===== config.mk =====
export PLATFORM = sky130hd
export DESIGN_NAME = fifo_stream_reader
export DESIGN_NICKNAME = d
export VERILOG_FILES = /design/src/rtl/fifo_stream_reader.sv
export SDC_FILE = /design/constraint.sdc
export NUM_CORES = 1
export LEC_CHECK = 0
export CAP_MARGIN = 20
export CORE_MARGIN = 3
export CORE_UTILIZATION = 47
export CTS_CLUSTER_DIAMETER = 30
export DETAILED_ROUTE_END_ITERATION = 8
export DONT_BUFFER_PORTS = 1
export GPL_ROUTABILITY_DRIVEN = 0
export PLACE_DENSITY = 0.64
export SLEW_MARGIN = 10
export SYNTH_ARGS = -nofsm -noshare
export SYNTH_HDL_FRONTEND = slang
export SYNTH_SLANG_ARGS = --single-unit
export TNS_END_PERCENT = 50

===== constraint.sdc =====
create_clock -name clk -period 3.6 [get_ports clk]
set_input_delay 0.54 -clock clk [delete_from_list [all_inputs] [get_ports clk]]
set_output_delay 0.54 -clock clk [all_outputs]
set_load 0.01 [all_outputs]

===== src/rtl/fifo_stream_reader.sv =====
// Pops words from an upstream synchronous FIFO (one-cycle read latency) and presents them
// as a valid/ready stream with line framing (m_last every LINE_LEN beats) and a line counter.
module fifo_stream_reader #(
    parameter int DATA_WIDTH = 17,
    parameter int LINE_LEN   = 640
) (
    input  logic                  clk,
    input  logic                  rst,
    input  logic                  en,
    input  logic                  fifo_empty,
    output logic                  fifo_rd_en,
    input  logic [DATA_WIDTH-1:0] fifo_rd_data,
    output logic                  m_valid,
    input  logic                  m_ready,
    output logic [DATA_WIDTH-1:0] m_data,
    output logic                  m_last,
    output logic [15:0]           line_cnt,
    output logic [1:0]            dbg_state,
    output logic [1:0]            dbg_occ,
    output logic                  dbg_inflight,
    output logic [15:0]           dbg_beat_cnt
);

    // Stream handshake: a beat transfers on any rising edge where m_valid and m_ready are both
    // high; while m_valid is high and m_ready low, m_data and m_last hold their values.

    typedef enum logic [1:0] {
        ST_IDLE  = 2'd0,
        ST_RUN   = 2'd1,
        ST_DRAIN = 2'd2
    } state_t;

    localparam logic [15:0] LAST_BEAT = 16'(LINE_LEN - 1);

    state_t                state_q, state_d;
    logic [1:0]            occ_q, occ_d;
    logic                  inflight_q, inflight_d;
    logic [DATA_WIDTH-1:0] buf0_q, buf0_d;
    logic [DATA_WIDTH-1:0] buf1_q, buf1_d;
    logic [15:0]           beat_cnt_q, beat_cnt_d;
    logic [15:0]           line_cnt_q, line_cnt_d;
    logic                  armed_q, armed_d;

    logic       pop;
    logic       cap;
    logic [2:0] committed;
    logic       room;

    always_comb begin
        pop = (occ_q != 2'd0) & m_ready;
        cap = inflight_q;

        // Words already owned (buffered + inflight) minus the one leaving this cycle.
        // pop implies occ_q >= 1, so the subtraction cannot underflow.
        committed = {1'b0, occ_q} + {2'b00, inflight_q} - {2'b00, pop};
        room      = (committed < 3'd2);

        // armed_q keeps pops off until the first clock edge after reset release.
        fifo_rd_en = armed_q & en & ~fifo_empty & room;
    end

    always_comb begin
        state_d    = state_q;
        occ_d      = occ_q;
        inflight_d = fifo_rd_en;
        buf0_d     = buf0_q;
        buf1_d     = buf1_q;
        beat_cnt_d = beat_cnt_q;
        line_cnt_d = line_cnt_q;
        armed_d    = 1'b1;

        // buf0 is always the oldest entry, so a pop shifts buf1 down.
        case ({cap, pop})
            2'b11: begin
                if (occ_q == 2'd2) begin
                    buf0_d = buf1_q;
                    buf1_d = fifo_rd_data;
                end else begin
                    buf0_d = fifo_rd_data;
                end
            end
            2'b10: begin
                if (occ_q == 2'd0) begin
                    buf0_d = fifo_rd_data;
                end else begin
                    buf1_d = fifo_rd_data;
                end
                occ_d = occ_q + 2'd1;
            end
            2'b01: begin
                buf0_d = buf1_q;
                occ_d  = occ_q - 2'd1;
            end
            default: ;
        endcase

        if (pop) begin
            if (beat_cnt_q == LAST_BEAT) begin
                beat_cnt_d = 16'd0;
                line_cnt_d = line_cnt_q + 16'd1;
            end else begin
                beat_cnt_d = beat_cnt_q + 16'd1;
            end
        end

        case (state_q)
            ST_IDLE: begin
                if (en) state_d = ST_RUN;
            end
            ST_RUN: begin
                if (!en) begin
                    state_d = ((occ_q != 2'd0) || inflight_q) ? ST_DRAIN : ST_IDLE;
                end
            end
            ST_DRAIN: begin
                if (en) begin
                    state_d = ST_RUN;
                end else if ((occ_q == 2'd0) && !inflight_q) begin
                    state_d = ST_IDLE;
                end
            end
            default: state_d = ST_IDLE;
        endcase
    end

    always_ff @(posedge clk or negedge rst) begin
        if (!rst) begin
            state_q    <= ST_IDLE;
            occ_q      <= 2'd0;
            inflight_q <= 1'b0;
            buf0_q     <= '0;
            buf1_q     <= '0;
            beat_cnt_q <= 16'd0;
            line_cnt_q <= 16'd0;
            armed_q    <= 1'b0;
        end else begin
            state_q    <= state_d;
            occ_q      <= occ_d;
            inflight_q <= inflight_d;
            buf0_q     <= buf0_d;
            buf1_q     <= buf1_d;
            beat_cnt_q <= beat_cnt_d;
            line_cnt_q <= line_cnt_d;
            armed_q    <= armed_d;
        end
    end

    assign m_valid      = (occ_q != 2'd0);
    assign m_data       = buf0_q;
    assign m_last       = (beat_cnt_q == LAST_BEAT);
    assign line_cnt     = line_cnt_q;
    assign dbg_state    = state_q;
    assign dbg_occ      = occ_q;
    assign dbg_inflight = inflight_q;
    assign dbg_beat_cnt = beat_cnt_q;

endmodule


; After elaboration in Yosys (flattened, before gate mapping)
; Index checks and enable logic that the tools add are counted.
[classes]
n_addsub = 6
order_cmp = 1
n_eq_ne = 13
n_mux = 14
bitwise_logic = 5
reduce_logical = 13
[ops]
columns = op, n
row1 = $mux W17, 4
row2 = $pmux W17 S3, 1
row3 = $pmux W17 S2, 1
row4 = $add A16 B1 Y16 const B, 2
row5 = $eq A16 B10 Y1 const B, 1
row6 = $mux W16, 1
row7 = $mux W2, 5
row8 = $ne A2 B2 Y1 const B, 5
row9 = $eq A2 B2 Y1 const B, 4
row10 = $pmux W2 S3, 1
row11 = $reduce_and A3 Y1, 2
row12 = $reduce_bool A2 Y1, 3
row13 = $and A1 B1 Y1, 4
row14 = $eq A2 B1 Y1 const B, 2
row15 = $logic_not A2 Y1, 2
row16 = $pmux W2 S2, 1
row17 = $reduce_and A2 Y1, 2
row18 = $add A2 B1 Y3, 1
row19 = $lt A3 B2 Y1 const B, 1
row20 = $ne A3 B3 Y1 const B, 1
row21 = $reduce_bool A3 Y1, 1
row22 = $sub A3 B1 Y3, 1
row23 = $add A2 B1 Y2 const B, 1
row24 = $sub A2 B1 Y2 const B, 1
row25 = other kinds (4), 4
[totals]
ff_bits = 72
inputBits = 22
out_inout_bits = 57
word_cells = 60

; Depth between registers and ports, before layout
; Gate-level depths: netlist of run 1.
[logic_depth]
depth_word = 5
ltp_mapped = 10
mapped_depth_nobuf = 7

; Worst setup path after synthesis of run 1
; OpenSTA, ideal clock, no wires.
[synth_path]
path_type = reg-to-output
from = register occ_q[1] (netlist: dbg_occ[1])
to = output fifo_rd_en
t_arrival_ns = 2.604
required_time_ns = 3.060
path_slack_ns = 0.456
stages_incl_launch_ff = 11
path_buffers = 3
path_cell_list = dfrtp_1 buf_2 o21ai_2 inv_1 ha_1 clkbuf_1 buf_1 nand2b_1 fa_1 nand4b_1 nor2_1
[synth_between]
elab_chain_cells = 5
elab_cells_between_ends = 6
cone_classes = 2 x add/sub / 1 x order compare / 2 x bitwise / 1 x reduce/logical
[synth_rtl]
columns = item, line_no
row1 = start: declaration, 36  ; logic [1:0] occ_q, occ_d;
row2 = start signal: assignment, 129  ; occ_q <= 2'd0;
row3 = start signal: assignment, 138  ; occ_q <= occ_d;
row4 = $reduce_bool A2 Y1, 50  ; pop = (occ_q != 2'd0) & m_ready;
row5 = $and A1 B1 Y1, 50
row6 = named net pop, 44  ; logic pop;
row7 = $sub A3 B1 Y3, 55  ; committed = {1'b0, occ_q} + {2'b00, inflight_q} - {2'b00, pop};
row8 = $lt A3 B2 Y1, 56  ; room = (committed < 3'd2);
row9 = $and A1 B1 Y1, 59  ; fifo_rd_en = armed_q & en & ~fifo_empty & room;
row10 = end: declaration, 11  ; output logic fifo_rd_en,
; The timed path passes the listed nets, and every way through them passes these cells.

; Final worst setup path of run 1
[layout_path]
from = register occ_q[0] (netlist: dbg_occ[0])
to = output fifo_rd_en
; The elaborated chain is that of the path after synthesis.

==> results of run 1 <==
==> report_power, final <==
part	internal, mW	switching, mW	total, mW
Clock	0.319	0.309	0.628
Sequential	1.04	0.256	1.29
Combinational	0.384	0.497	0.881
==> flip-flops by register name (all words and copies together), names as in the netlist <==
signal / flops
buf1_q: 17
m_data: 17
dbg_beat_cnt: 16
line_cnt: 16
dbg_occ: 2
dbg_state: 2
armed_q: 1
dbg_inflight: 1
==> metal layers <==
metal,up-vias,wire [um],track usage
li1,1186,-,-
met1,1271,3340,0.221
met2,78,3630,0.304
met3,8,687,0.0745
met4,0,117,0.0794
met5,-,0,0
==> cell families (layout without fill, tap and decap cells) <==
group | after synthesis | after routing | share of synthesized area
simple gates | 110 | 110 | 0.162
compound gates | 61 | 61 | 0.138
xor+xnor | 34 | 34 | 0.0814
flops | 72 | 72 | 0.493
buf+inv | 31 | 31 | 0.0404
mux | 19 | 19 | 0.0585
fa+ha+maj | 7 | 7 | 0.0260
other cells | 1 | 1 | 0.00103
==> critical path: cells and delay by family, from the launching register on <==
kind / cells / cell delay (ps)
fa+ha+maj: 2 / 820
simple gates: 3 / 510
flops: 1 / 390
compound gates: 1 / 230
buf+inv: 1 / 200
==> synthesized netlist by cell type, types with 3 or more instances <==
| cell type | number | area share |
|---|---|---|
| a311oi_1 | 16 | 0.038 |
| xnor2_1 | 11 | 0.026 |
| buf_1 | 3 | 0.0031 |
| nand3_1 | 10 | 0.014 |
| mux2_2 | 17 | 0.052 |
| ha_1 | 6 | 0.021 |
| dfrtp_1 | 72 | 0.49 |
| o21ai_0 | 5 | 0.0068 |
| xor2_1 | 23 | 0.055 |
| clkbuf_1 | 8 | 0.0082 |
| nor2_1 | 14 | 0.014 |
| nor3_1 | 11 | 0.015 |
| nor4_1 | 8 | 0.014 |
| nand2_1 | 47 | 0.048 |
| inv_1 | 9 | 0.0092 |
| buf_2 | 7 | 0.0096 |
| a221oi_1 | 16 | 0.038 |
| nor4_2 | 3 | 0.010 |
| a21o_1 | 16 | 0.033 |
==> through the flow <==
step | total power [mW] | setup WS, ps | hold slack, ps | std cells | area, um^2
5_1_grt | 3.01 | 378 | 81.0 | 434 | 3930
3_3_place_gp | 2.15 | 961 | 246 | 417 | 3700
4_1_cts | 2.84 | 550 | 81.2 | 434 | 3930
3_5_place_dp | 2.18 | 914 | 246 | 417 | 3700
6_report | 2.80 | 579 | 64.9 | 434 | 3930
2_1_floorplan | 1.98 | 456 | 244 | 335 | 3660
==> worst max-delay path by stage <==
| stage | from | end | slack, ps | cells after the start |
|---|---|---|---|---|
| after floorplan | dbg_occ[1] | fifo_rd_en | 460 | 10 |
| after global placement | m_ready | fifo_rd_en | 960 | 7 |
| after detailed placement | m_ready | fifo_rd_en | 910 | 7 |
| after CTS | dbg_occ[0] | fifo_rd_en | 550 | 7 |
| after global routing | dbg_occ[0] | fifo_rd_en | 380 | 7 |
| final | dbg_occ[0] | fifo_rd_en | 580 | 7 |
==> cell type report <==
class | count | share of cell area
clock buffer | 9 | 0.0315
clock inverter | 7 | 0.0185
inverter | 9 | 0.00860
multi-input combinational | 232 | 0.435
sequential | 72 | 0.459
tap | 99 | 0.0315
timing repair buffer | 6 | 0.0166
==> impl_metrics.ini, run 1 <==
[route]
drt_wl_total_mm = 7.77
viasPerCell = 5.86
drc = 0
wl_per_cell_um = 17.9
ant_nets = 0
vias = 2543
drt_iter0_drc = 119
drt_pre_antenna_iters = 4

[clock_network]
cts_tree = done
cts_max_level = 3
holdBufCountCts = 1
cts-root-buf = clkbuf_8
clock_sinks = 72
clockBufferDepth = 2
post_cts.repair.setup_buffers = 0
cts_buffers = 9
ctsResizeCount = 0
worstSkewPairLatency_ps = 340
clkTransAtPathRegs_ps = 80

[layout]
fin_util = 0.530
area_delta_synth_final_pct = 7.42
final_cell_mix = dfrtp_1 (72), nand2_1 (47), xor2_1 (23), mux2_2 (17)
ff_latch_area_um2 = 1800
num-fill-cells = 659
fin_nets = 359
n_antenna_cell = 0
multi_input_area_um2 = 1710
drive_above_1_share = 0.155
final_common_cell = dfrtp_1

[grt]
grt_max_degree = 73
grt_pass1_wl_mm = 13.0
grt_overflow = 0
grt_usage = 0.188
antenna_found_initial = 0
grt_pass1_vias = 2609

[timing]
rsz0062_at_grt = false
worst_slew_pin_slew_ps = 964
fin_crit_ps = 3020
slew_viol_final = 0
slew_headroom = 0.355
fin_crit_sh = 0.839
fmax_ghz = 0.331
skew_ps = 6.28
setup_tns_ps = 0
finalHoldViolCount = 0
setup_viol = 0

[setup_path]
slowest_delay_ps = 490
ff2ff_setup_slack_ps = 1140
cp_max_fo = 8
cp_data_arrival_time_ps = 2480
cp_slowest_cell = fa_1
critical_path_class = flip-flop to output port
crit-reg2reg-launch = dbg_occ[0]
end_kind = output port
crit_chain = o21ai_2, inv_1, ha_1, nand2b_1, fa_1, nand4b_1, nor2_1
ff2ff_path_depth = 5
crit_required_ps = 3060
r2r_end = buf1_q[1]
worstSetupStartpointType = flip-flop

[synthesis]
synth-main-ff-cell = dfrtp_1
syn-num-nets = 364
synth_cell_types = 44
ys_warn_count = 0
syn_area_um2 = 3660
synthArstFlopShare = 1.00
synth_cells = 335
synth_edf_count = 0
post_synth.cell_area_avg_um2 = 10.9
ys_seq_area_frac = 0.493
ys_ff_latch = 72

[outcome]
status = completed

[floorplanning]
initial_core_util = 0.494
chipHeight_um = 94.2
fp.dieW_um = 94.2
io_pins = 79
row_count = 31
core_um2 = 7410
die-area_um2 = 8880

[job]
cap_violations = 0

[pwr]
cellLeakagePower_nw = 1.84
power.density_nw_per_um2 = 713
irDropWorstVdd_uv = 368

[placed_design]
dp_hpwl_mm = 5.00
portBuffers = 0

[hold_path]
hold_class = input port to async pin
(Power assumes the default switching activity.)
==> run 2: changes to the inputs <==
Settings changed: PLACE_DENSITY 0.64 to 0.66.
Clock period 3.6 ns to 2.6 ns, I/O delays scaled along.
==> run 2 against run 1 <==
- final area increased by 3.3%
- sequential cell count unchanged
- via count is 1.5% higher
- clock power up 70%
- setup slack worse by 490 ps
- first-iteration DRC count shrank 34%
- core utilization is 1.7 points higher
- highest routed layer unchanged
==> impl_metrics.ini, run 2 (synthesis gave the netlist of run 1 again) <==
[grt]
grt_pass1_wl_mm = 13.0
grt_overflow = 0
use_met3 = 0.0721
use_met2 = 0.312
grt_pass1_vias = 2704
antenna_found_initial = 0
grt_max_degree = 73
grt.busiest_layer = met2
grt_usage = 0.188
grt_use_met1 = 0.214

[route]
drt_pre_antenna_iters = 5
viasPerCell = 5.86
vias = 2580
drt_wl_total_mm = 7.91
drt_iter0_drc = 79
wl_per_cell_um = 18.0
ant_nets = 0
drc = 0

[clock_network]
worstSkewPairLatency_ps = 340
clock_sinks = 72
clkTransAtPathRegs_ps = 70
cts_max_level = 3
cts-root-buf = clkbuf_8
cts_tree = done
cts_buffers = 9
clockBufferDepth = 2

[floorplanning]
initial_core_util = 0.494
die-area_um2 = 8880
row_count = 31
core_um2 = 7410
io_pins = 79
chipHeight_um = 94.2
fp.dieW_um = 94.2

[hold_path]
hold_class = input port to flip-flop
hold_path_depth = 1

[timing]
skew_ps = 8.12
setup_tns_ps = 0
setup_viol = 0
fin_crit_sh = 0.967
worst_slew_pin_slew_ps = 891
rsz0062_at_grt = false
finalHoldViolCount = 0
slew_viol_final = 0
fmax_ghz = 0.398
slew_headroom = 0.405
fin_crit_ps = 2510

[layout]
fin_nets = 365
fin_util = 0.548
area_delta_synth_final_pct = 10.9
final_common_cell = dfrtp_1
num-fill-cells = 614
stdcell_count = 440
n_antenna_cell = 0
final_cell_mix = dfrtp_1 (71), nand2_1 (47), xor2_1 (23), mux2_2 (17)
drive_above_1_share = 0.182

[placed_design]
portBuffers = 0
dp_hpwl_mm = 5.07
dp_cells = 419

[pwr]
irDropWorstVdd_uv = 494
power.density_nw_per_um2 = 1020
cellLeakagePower_nw = 1.90

[setup_path]
crit_required_ps = 2210
end_kind = output port
critical_path_class = flip-flop to output port
cp_data_arrival_time_ps = 2120
worstSetupStartpointType = flip-flop
ff2ff_path_depth = 7
cp_max_fo = 3

[job]
cap_violations = 0

[outcome]
status = completed
[run 2: changes by cell type in the layout (fill, tap and decap cells not counted), sizes merged]
cell / before / now
buf: 6 / 11
bufinv: 1 / 3
clkinv: 4 / 3
clkinvlp: 2 / 1
dlygate4sd3: 0 / 1
[run 2: metrics by stage]
| stage | hold slack [ps] | power [mW] | instance area, um^2 | setup slack, ps |
|---|---|---|---|---|
| 3_5_place_dp | 96.0 | 3.07 | 3750 | 363 |
| 4_1_cts | 84.8 | 4.20 | 4050 | 28.5 |
| 2_1_floorplan | 94.4 | 2.82 | 3710 | -9.04 |
| 3_3_place_gp | 95.8 | 3.02 | 3750 | 394 |
| 6_report | 105 | 4.14 | 4060 | 85.8 |
| 5_1_grt | 84.1 | 4.43 | 4060 | 7.14 |
[run 2: cell type report]
class	instances	area, um^2	area share
clock buffers	9	124	0.0305
well taps	99	124	0.0305
inverters	9	36.3	0.00894
clock inverters	7	120	0.0296
repair buffers	12	113	0.0278
multi-input cells	232	1740	0.428
flip-flops and latches	72	1800	0.444
[run 2: worst paths after layout]
kind                                  from            to  slack [ps]
worst max-delay path            dbg_occ[1]    fifo_rd_en          90
worst min-delay path                    en  dbg_state[1]         110
worst max register to register  dbg_occ[1]     buf1_q[9]         540
worst min register to register   buf1_q[5]     buf1_q[5]         520
max in group asynchronous              rst     buf1_q[4]        1680
min in group asynchronous              rst   line_cnt[5]         620
[run 2: power breakdown]
| group | internal [mW] | switching [mW] | leakage [nW] |
|---|---|---|---|
| clock network | 0.639 | 0.431 | 0.119 |
| registers | 1.44 | 0.366 | 0.921 |
| logic | 0.577 | 0.695 | 0.856 |
[run 2: critical path: stages (launching register included)]
cell and delay [ps]:
dfrtp_1 410, o21ai_4 190, inv_4 60, ha_4 210, nand2b_4 130, fa_1 480, nand4b_1 120, nor2_2 180
[run 2: what timing repair did]
action | CTS | global route
buffers inserted | 2 | 1
hold buffers | 2 | 0
hold endpoints to repair | 72 | 0
pin swaps | 2 | 2
setup endpoints to repair | 1 | 1
resized for setup | 1 | 0
[run 2: per-layer routing]
layer,part of all wire,vias to the layer above,wire (um)
met2,0.48,85,3760
met4,0.017,0,134
li1,-,1207,-
met5,0,-,0
met1,0.42,1276,3280
met3,0.092,12,727
==> run 3: changes to the inputs <==
Settings changed: ABC_AREA set to 0, CORE_UTILIZATION 47 to 55, PLACE_DENSITY 0.66 to 0.72.
Clock period 2.6 ns to 2.5 ns, I/O delays scaled along.
==> run 3 against run 2 <==
- combinational power is 6% higher
- critical endpoint unchanged
- core utilization is 7.6 points higher
- first-iteration DRC count up 27%
- largest cell class unchanged
- clock power decreased by 18%
- hold slack got worse by 1.2 ps
- sequential share of layout area is 0.87 points higher
- critical path type unchanged
- count of clock-buffer cells in the layout increased by 2
==> impl_metrics.ini, run 3 (synthesis gave the netlist of run 1 again) <==
[timing]
worst_slew_pin_slew_ps = 872
fin_crit_ps = 2480
holdWs_ps = 104
fmax_ghz = 0.404
skew_ps = 8.12
setup_viol = 0
rsz0062_at_grt = true
slew_viol_final = 0
fin_crit_sh = 0.991
finalHoldViolCount = 0
slew_headroom = 0.417

[floorplanning]
fp.dieW_um = 87.5
core_um2 = 6390
row_count = 29
io_pins = 79
die-area_um2 = 7660
initial_core_util = 0.573
chipHeight_um = 87.5

[clock_network]
cts_max_level = 3
cts-root-buf = clkbuf_8
clock_sinks = 72
clkTransAtPathRegs_ps = 70
cts_buffers = 9
worstSkewPairLatency_ps = 330
clockBufferDepth = 2
cts_tree = done

[pwr]
power.density_nw_per_um2 = 1030
irDropWorstVdd_uv = 569
cellLeakagePower_nw = 1.88
power_mw = 4.09

[route]
drt_iter0_drc = 100
drc = 0
ant_nets = 0
viasPerCell = 6.19
drt_pre_antenna_iters = 4
drt_wl_total_mm = 7.64
vias = 2589
wl_per_cell_um = 18.3

[hold_path]
hold_class = input port to flip-flop

[layout]
fin_util = 0.623
n_antenna_cell = 0
area_delta_synth_final_pct = 8.83
stdcell_area_um2 = 3980
fin_nets = 366
drive_above_1_share = 0.182
final_cell_mix = dfrtp_1 (71), nand2_1 (47), xor2_1 (23), mux2_2 (17)
final_common_cell = dfrtp_1

[job]
cap_violations = 0

[grt]
grt_max_degree = 73
grt_pass1_wl_mm = 12.4
grt_overflow = 0
grt_pass1_vias = 2541
antenna_found_initial = 0
grt_usage = 0.205

[outcome]
status = completed

[setup_path]
end_kind = output port
worstSetupStartpointType = flip-flop
cp_max_fo = 3
crit_required_ps = 2120
critical_path_class = flip-flop to output port
cp_data_arrival_time_ps = 2100

[placed_design]
dp_hpwl_mm = 4.90
place_area_um2 = 3720
portBuffers = 0
-- run 3: cell type report --
cell class | instances | area (um^2)
fill | 518 | 2410
sequential | 72 | 1800
multi-input combinational | 232 | 1740
clock buffer | 11 | 141
timing repair buffer | 13 | 120
tap | 77 | 96.3
clock inverter | 4 | 45.0
inverter | 9 | 36.3
-- run 3: what timing repair did --
action | 4_1_cts | 5_1_grt
endpoints found under the setup margin | 1 | 1
setup buffers | 3 | 1
hold endpoints to repair | 72 | 0
hold buffers | 2 | 0
resized for setup | 1 | 1
gates cloned | 0 | 0
pin swaps | 2 | 2
-- run 3: power breakdown --
part | internal (mW) | switching (mW) | total [mW]
registers | 1.50 | 0.374 | 1.87
clock network | 0.478 | 0.397 | 0.875
logic | 0.610 | 0.736 | 1.35
total | 2.58 | 1.51 | 4.09
-- run 3: worst max-delay path: stages, from the launching register on --
cell and delay [ps]:
dfrtp_1 410, o21ai_4 190, inv_4 60, ha_4 210
nand2b_4 130, fa_1 480, nand4b_1 120, nor2_2 180
-- run 3: per-stage QoR --
step	instances	setup TNS, ps	worst slack, ps
floorplan	335	-94.0	-94.0
global placement	397	0	308
detailed placement	397	0	271
CTS	417	-26.2	-26.2
global route	418	-54.7	-54.7
finish	418	0	22.9
-- run 3: routing by layer --
layer	GRT usage	vias up	wire [um]
met3	0.0621	8	532
li1	-	1202	-
met1	0.261	1311	3310
met5	0	-	0
met4	0.0711	0	82
met2	0.334	68	3710
-- run 3: path summary, 6_finish.rpt --
kind | endpoint | startpoint | slack [ps] | cells after the start
min in group asynchronous | buf1_q[14] | rst | 620 | 2
worst min-delay path | dbg_state[1] | en | 100 | 1
worst max register to register | m_data[3] | dbg_occ[0] | 430 | 6
max in group asynchronous | m_data[16] | rst | 1600 | 2
worst max-delay path | fifo_rd_en | dbg_occ[1] | 20 | 7
worst min register to register | buf1_q[5] | buf1_q[5] | 520 | 1
